<file path="src/rtl/reset_seq.sv">
// reset_seq: PLL-lock-qualified reset sequencer with staggered release.
// Releases rst_out[0] first and rst_out[N_OUT-1] last. All outputs are
// re-asserted together on lock loss or on a software request.
module reset_seq #(
    parameter int unsigned N_OUT       = 3,
    parameter int unsigned HOLD_CYC    = 16,
    parameter int unsigned LOCK_FILTER = 8,
    parameter int unsigned STAGE_DLY   = 4,
    parameter int unsigned SYNC_STAGES = 2,
    parameter int unsigned LOSS_W      = 8
) (
    input  logic              clk,
    input  logic              rst,
    input  logic              lock_in,
    input  logic              sw_rst_req,
    output logic [N_OUT-1:0]  rst_out,
    output logic              ready,
    output logic              lock_lost,
    output logic [LOSS_W-1:0] loss_cnt
);

    localparam int unsigned HOLD_W = (HOLD_CYC > 1) ? $clog2(HOLD_CYC) : 1;
    localparam int unsigned FILT_W = (LOCK_FILTER > 1) ? $clog2(LOCK_FILTER) : 1;
    localparam int unsigned STG_W  = (STAGE_DLY > 1) ? $clog2(STAGE_DLY) : 1;
    localparam int unsigned IDX_W  = (N_OUT > 1) ? $clog2(N_OUT) : 1;

    typedef enum logic [1:0] {
        S_HOLD      = 2'd0,
        S_WAIT_LOCK = 2'd1,
        S_RELEASE   = 2'd2,
        S_RUN       = 2'd3
    } state_t;

    logic [SYNC_STAGES-1:0] sync_q;
    logic                   lock_s;

    state_t              state_q, state_d;
    logic [HOLD_W-1:0]   hold_q, hold_d;
    logic [FILT_W-1:0]   filt_q, filt_d;
    logic [STG_W-1:0]    stg_q, stg_d;
    logic [IDX_W-1:0]    idx_q, idx_d, idx_nxt;
    logic                entry_q;
    logic [N_OUT-1:0]    rst_out_d;
    logic                ready_d;
    logic                lock_lost_d;
    logic [LOSS_W-1:0]   loss_cnt_d;

    // Lock synchroniser; lock_in is sampled nowhere else.
    always_ff @(posedge clk) begin
        if (rst) begin
            sync_q <= '0;
        end else begin
            sync_q <= {sync_q[SYNC_STAGES-2:0], lock_in};
        end
    end

    assign lock_s = sync_q[SYNC_STAGES-1];

    // State, counters and registered outputs.
    always_ff @(posedge clk) begin
        if (rst) begin
            state_q   <= S_HOLD;
            hold_q    <= '0;
            filt_q    <= '0;
            stg_q     <= '0;
            idx_q     <= '0;
            entry_q   <= 1'b1;
            rst_out   <= '1;
            ready     <= 1'b0;
            lock_lost <= 1'b0;
            loss_cnt  <= '0;
        end else begin
            state_q   <= state_d;
            hold_q    <= hold_d;
            filt_q    <= filt_d;
            stg_q     <= stg_d;
            idx_q     <= idx_d;
            entry_q   <= 1'b0;
            rst_out   <= rst_out_d;
            ready     <= ready_d;
            lock_lost <= lock_lost_d;
            loss_cnt  <= loss_cnt_d;
        end
    end

    // Next-state and next-output logic. The first edge after rst is treated
    // as a HOLD entry edge, so power-up and abort share one release schedule.
    always_comb begin
        state_d     = state_q;
        hold_d      = hold_q;
        filt_d      = filt_q;
        stg_d       = stg_q;
        idx_d       = idx_q;
        idx_nxt     = idx_q + IDX_W'(1);
        rst_out_d   = rst_out;
        ready_d     = ready;
        lock_lost_d = 1'b0;
        loss_cnt_d  = loss_cnt;

        case (state_q)
            S_HOLD: begin
                rst_out_d = '1;
                ready_d   = 1'b0;
                filt_d    = '0;
                if (sw_rst_req || entry_q) begin
                    hold_d = '0;
                end else if (hold_q == HOLD_W'(HOLD_CYC - 1)) begin
                    hold_d  = '0;
                    state_d = S_WAIT_LOCK;
                end else begin
                    hold_d = hold_q + HOLD_W'(1);
                end
            end

            S_WAIT_LOCK: begin
                rst_out_d = '1;
                ready_d   = 1'b0;
                if (sw_rst_req) begin
                    state_d = S_HOLD;
                    hold_d  = '0;
                    filt_d  = '0;
                end else if (!lock_s) begin
                    filt_d = '0;
                end else if (filt_q == FILT_W'(LOCK_FILTER - 1)) begin
                    filt_d       = '0;
                    stg_d        = '0;
                    idx_d        = '0;
                    rst_out_d[0] = 1'b0;
                    if (N_OUT == 1) begin
                        state_d = S_RUN;
                        ready_d = 1'b1;
                    end else begin
                        state_d = S_RELEASE;
                    end
                end else begin
                    filt_d = filt_q + FILT_W'(1);
                end
            end

            S_RELEASE, S_RUN: begin
                if (!lock_s || sw_rst_req) begin
                    state_d   = S_HOLD;
                    hold_d    = '0;
                    stg_d     = '0;
                    idx_d     = '0;
                    rst_out_d = '1;
                    ready_d   = 1'b0;
                    // Lock loss wins when both abort causes coincide.
                    if (!lock_s) begin
                        lock_lost_d = 1'b1;
                        if (loss_cnt != '1) begin
                            loss_cnt_d = loss_cnt + LOSS_W'(1);
                        end
                    end
                end else if (state_q == S_RELEASE) begin
                    if (stg_q == STG_W'(STAGE_DLY - 1)) begin
                        stg_d     = '0;
                        idx_d     = idx_nxt;
                        rst_out_d = rst_out & ~(N_OUT'(1) << idx_nxt);
                        if (idx_nxt == IDX_W'(N_OUT - 1)) begin
                            state_d = S_RUN;
                            ready_d = 1'b1;
                        end
                    end else begin
                        stg_d = stg_q + STG_W'(1);
                    end
                end else begin
                    rst_out_d = '0;
                    ready_d   = 1'b1;
                end
            end

            default: begin
                state_d = S_HOLD;
            end
        endcase
    end

endmodule

</file>
<file path="config.mk">
export PLATFORM = sky130hd
export DESIGN_NAME = reset_seq
export DESIGN_NICKNAME = d
export VERILOG_FILES = /design/src/rtl/reset_seq.sv
export SDC_FILE = /design/constraint.sdc
export NUM_CORES = 1
export LEC_CHECK = 0
export BUFFER_PORTS_ARGS = -buffer_cell sky130_fd_sc_hd__buf_2
export CAP_MARGIN = 10
export CORE_MARGIN = 1.5
export CORE_UTILIZATION = 35
export CTS_CLUSTER_SIZE = 40
export DETAILED_ROUTE_END_ITERATION = 12
export PLACE_DENSITY = 0.49
export SYNTH_ARGS = -nofsm -noshare
export SYNTH_HDL_FRONTEND = slang
export SYNTH_SLANG_ARGS = --single-unit
export TNS_END_PERCENT = 1
</file>
<file path="constraint.sdc">
create_clock -name clk -period 2.1 [get_ports clk]
set_input_delay 0.315 -clock clk [delete_from_list [all_inputs] [get_ports clk]]
set_output_delay 0.315 -clock clk [all_outputs]
set_load 0.01 [all_outputs]
</file>
# --- Yosys cells after proc, flatten, opt, wreduce, memory -nomap -nowiden ---
# Cells that the tools add are included.
totals:
  ff_bits: 29
  in_bits: 4
  word_cells: 103
classes:
  n_addsub: 5
  n_eq_ne: 22
  n_shift: 1
  mux: 44
  bitwise: 5
  n_reduce_logical: 15
ops:
  columns: ["op", "count"]
  rows:
  - ["two-way mux 2 bit", 18]
  - ["two-way mux 3 bit", 6]
  - ["two-way mux 4 bit", 4]
  - ["inequality test 3 bit, second input constant", 5]
  - ["inequality test 2 bit, second input constant", 7]
  - ["one-hot mux 4 bit (3 select lines)", 1]
  - ["two-way mux 1 bit", 9]
  - ["one-hot mux 3 bit (3 select lines)", 1]
  - ["adder 8 x 1 -> 8 bit, second input constant", 1]
  - ["== test 2 bit, second input constant", 4]
  - ["inequality test 4 bit, second input constant", 2]
  - ["inequality test 8 bit, second input constant", 1]
  - ["one-hot mux 2 bit (2 select lines)", 2]
  - ["AND reduction 7 bit", 1]
  - ["one-hot mux 2 bit (3 select lines)", 1]
  - ["one-hot mux 3 bit (2 select lines)", 1]
  - ["AND reduction 6 bit", 1]
  - ["AND reduction 5 bit", 1]
  - ["adder 2 x 1 -> 2 bit, second input constant", 2]
  - ["adder 4 x 1 -> 4 bit, second input constant", 1]
  - ["== test 4 bit, second input constant", 1]
  - ["AND reduction 2 bit", 2]
  - ["AND reduction 4 bit", 1]
  - ["nonzero test 2 bit", 2]
  - ["other kinds (13)", 17]

# --- Longest topological paths before layout ---
depth:
  ltp_word: 8
  ltp_mapped: 6

# --- Least setup slack after synthesis ---
# OpenSTA, ideal clock, no wires.
synth_timing:
  path_type: "reg2reg"
  from: "reg loss_cnt[0]"
  to: "reg loss_cnt[5]"
  setup_time_ns: 0.121
  arrival_time_ns: 1.334
  t_required_ns: 1.979
  slack_ns: 0.646
  stages_incl_launch_ff: 6
  path_buffers: 0
  synth_period_minus_slack_ns: 1.454
  cell_sequence: "dfxtp_1 -> ha_1 -> and3_1 -> nand2_1 -> nand4_1 -> mux2_2"
synth_between:
  elab_chain_len: 2
synth_rtl:
  columns: ["element", "line", "rtl"]
  rows:
  - ["start: declaration", "19", "output logic [LOSS_W-1:0] loss_cnt"]
  - ["start signal: assignment", "82", "loss_cnt <= loss_cnt_d;"]
  - ["parallel branches: the longest is 2 deep, another holds adder 8 x 1 -> 8 bit", null, null]
# Parallel ways; which one is timed is not known.
# A chain may end at the register's enable or synchronous reset.

# --- Final worst setup path ---
layout_timing:
  from: "reg state_q[1]"
  to: "reg loss_cnt[5]"
layout_between:
  elab_chain_len: 3
layout_rtl:
  columns: ["element", "line", "rtl"]
  rows:
  - ["start: declaration", "37", "state_t state_q, state_d;"]
  - ["start signal: assignment", "73", "state_q <= state_d;"]
  - ["== test 2 bit", "100", "case (state_q)"]
  - ["OR reduction 2 bit *", "100", null]
  - ["AND reduction 4 bit (no line) *", null, null]
# Every way passes the cells marked *; elsewhere a longest branch is shown, timed or not.

==> run_results.csv <==
group,metric,value,unit
status,status,"finished, final reports clean",
clock_tree,cts_root_buffer,"sky130_fd_sc_hd__clkbuf_8",
hold_path,hold_path_class,"in -> reg",
layout,final_cell_count_no_fill,220,
yosys,synth.net_count,166,
clock_tree,cts-buffers-inserted,5,
yosys,ys_types,42,
route,first_pass_iters,4,
die,die_width,65.9,um
die,floorplan.initialDensity,37.0,%
yosys,syn_inst,153,
timing,setup_slack,450,ps
layout,most-common-layout-cells,"sky130_fd_sc_hd__dfxtp_1, sky130_fd_sc_hd__nand2_1, sky130_fd_sc_hd__buf_2",
clock_tree,cts.clk_slew.worst_paths,60,ps
timing,final_max_slew_viol_count,0,
timing,worst-slew-pin-transition,669,ps
place,gpl.final_weighted_congestion,0.791,
timing,period_minus_slack,1650,ps
global_route,global_route.usage.total,15.0,%
clock_tree,cts_hold_buf,0,
place,dp_worst_setup_slack,461,ps
yosys,top_cells_by_area_synth,"sky130_fd_sc_hd__dfxtp_1, sky130_fd_sc_hd__ha_1, sky130_fd_sc_hd__nand2_1",
timing,final.setup_skew,2.78,ps
worst_setup_path,critPathLaunchType,"register",
power,ir_drop,0.000374,V
route,detail_route.wl_per_cell,12.7,um
layout,finish.instance_area,0.00157,mm2
layout,final_nets,184,
yosys,yosysSeqAreaShare,41.9,%
place,place_inst,212,
layout,utilization_after_layout,42.0,%
global_route,maximum_number_of_pins_on_one_net_before_global_route_repair,24,
route,route.antenna.remaining_nets,0,
global_route,globalRouteOverflowTotal,0,
yosys,yosys_register_bits,29,
clock_tree,cts.repair_timing.setup_buffer_count,0,
yosys,synth_async_sr_flop_share,0,%
place,dpl.hpwl,2000,um
worst_setup_path,worst-endpoint-required,2270,ps
timing,rsz0062_at_grt,"no",
layout,layout.cells.most_common,"sky130_fd_sc_hd__dfxtp_1",
worst_setup_path,crit_type,"reg -> reg",
route,drc,0,
die,row_count,22,
timing,setup_total_negative_slack,0,ps
route,postRouteWirelength,2790,um
timing,finalHoldViolCount,0,
global_route,antenna_violations_before_repair,0,
yosys,synthesis.area_per_instance,9.05,um2
route,drt-initial-drc-count,30,
timing,final.hold.worst_slack,246,ps
layout,drive_above_1_share,18.6,%
yosys,yosys_warnings,0,
power,total_leakage_power,0.646,nW
yosys,ys_dominant_reg_cell,"sky130_fd_sc_hd__dfxtp_1",
power,power_density,646,mW/mm2
die,die_area,0.00434,mm2
clock_tree,clk_latency,280,ps
worst_setup_path,end_kind,"register",
yosys,synth_top_area_share,41.9,%
clock_tree,postCtsResizedCells,0,
clock_tree,cts_max_level,2,
layout,diode_insertion_count_for_antenna_repair,0,
timing,report.final.setup_viol,0,
worst_setup_path,arrival,1820,ps
die,floorplan.io_pins,17,
timing,maxClockFrequency,0.606,GHz
clock_tree,clock_sink_count,29,
global_route,wire_length_of_the_first_global_routing_pass,4910,um
layout,syn_to_final_growth,13.6,%
global_route,first_global_vias,1166,
yosys,post_synthesis_cell_area,0.00139,mm2
clock_tree,tritoncts,"built",
place,count_of_port_buffers_added_during_placement,16,
flow_run,cap_violations,0,
die,coreArea,0.00374,mm2
power,power,1.02,mW
clock_tree,max_buffers_root_to_sink,2,
place,post_dp_cell_area,0.00149,mm2
route,post_drt_via_cell_ratio,5.20,
timing,ratio_of_final_minimum_period_to_clock_period,78.6,%
route,vias,1145,
timing,worst_slew_margin_rel,55.4,%
worst_setup_path,worst-path-max-fanout,18,
yosys,number_of_synthesized_flops_with_an_enable_pin,0,
yosys,netlist.top_cell.by_area,"sky130_fd_sc_hd__dfxtp_1",
die,die_h,65.9,um
per-layer routing:
layer	up-vias	GRT usage [%]	wire length, um
met5	-	0	0
met4	0	8.59	55
met3	6	4.09	104
met2	22	26.0	1330
met1	540	16.2	1300
li1	577	-	-
cell families (layout without fill, tap and decap cells):
logic type                 after synthesis  in the layout  share of synthesized area [%]
AOI/OAI and AO/OA                       33             33                           15.6
xor gates and xnor gates                 1              1                          0.632
adders and majority gates                9              9                           8.13
buffers and inverters                   14             33                           4.88
DFF                                     29             29                           41.9
muxes                                    4              4                           2.98
and+or+nand+nor                         63             63                           25.8
sequential cells by signal, summed over array words and instances, names as in the netlist, 2 cells and up:
register,cells
filt_q,3
state_q,2
hold_q,4
idx_q,2
loss_cnt,8
stg_q,2
sync_q,2
rst_out,3
synth_stat cells (2+ instances only):
library cell,instances
sky130_fd_sc_hd__a21oi_1,9
sky130_fd_sc_hd__mux2i_1,3
sky130_fd_sc_hd__a31oi_1,2
sky130_fd_sc_hd__dfxtp_1,29
sky130_fd_sc_hd__ha_1,9
sky130_fd_sc_hd__nand4_1,2
sky130_fd_sc_hd__nor2_1,13
sky130_fd_sc_hd__inv_1,9
sky130_fd_sc_hd__nor3_1,4
sky130_fd_sc_hd__nand3_1,8
sky130_fd_sc_hd__o21ai_0,5
sky130_fd_sc_hd__and4_1,2
sky130_fd_sc_hd__nand2_1,17
sky130_fd_sc_hd__and2b_1,2
sky130_fd_sc_hd__buf_6,2
sky130_fd_sc_hd__clkbuf_1,3
sky130_fd_sc_hd__nor2b_1,3
sky130_fd_sc_hd__a22oi_1,4
sky130_fd_sc_hd__a211oi_1,4
critical path: stages, from the launching register on:
cell and delay (ps):
sky130_fd_sc_hd__dfxtp_1 750, sky130_fd_sc_hd__nand2b_4 130, sky130_fd_sc_hd__nor3_2 230, sky130_fd_sc_hd__nand4_1 140, sky130_fd_sc_hd__mux2_2 290
path summary, 6_finish.rpt:
| kind | cells after the start | end | start | slack, ps |
|---|---|---|---|---|
| max reg2reg | 4 | loss_cnt[5] | state_q[1] | 450 |
| max | 4 | loss_cnt[5] | state_q[1] | 450 |
| min | 2 | sync_q[0] | lock_in | 250 |
| min reg2reg | 2 | rst_out[2] | rst_out[2] | 450 |
area by class of cell:
| type | instances | area (um2) |
|---|---|---|
| multi-input combinational | 110 | 737 |
| tap | 48 | 60.1 |
| inverter | 9 | 33.8 |
| fill | 403 | 2170 |
| sequential | 29 | 581 |
| clock buffer | 6 | 72.6 |
| timing repair buffer | 16 | 80.1 |
| clock inverter | 2 | 10.0 |
report_power, final:
part	internal [mW]	leakage, nW	switching, mW
combinational	0.00842	0.366	0.0155
clock	0.229	0.0450	0.207
sequential	0.554	0.235	0.00341
(Power assumes the default switching activity.)
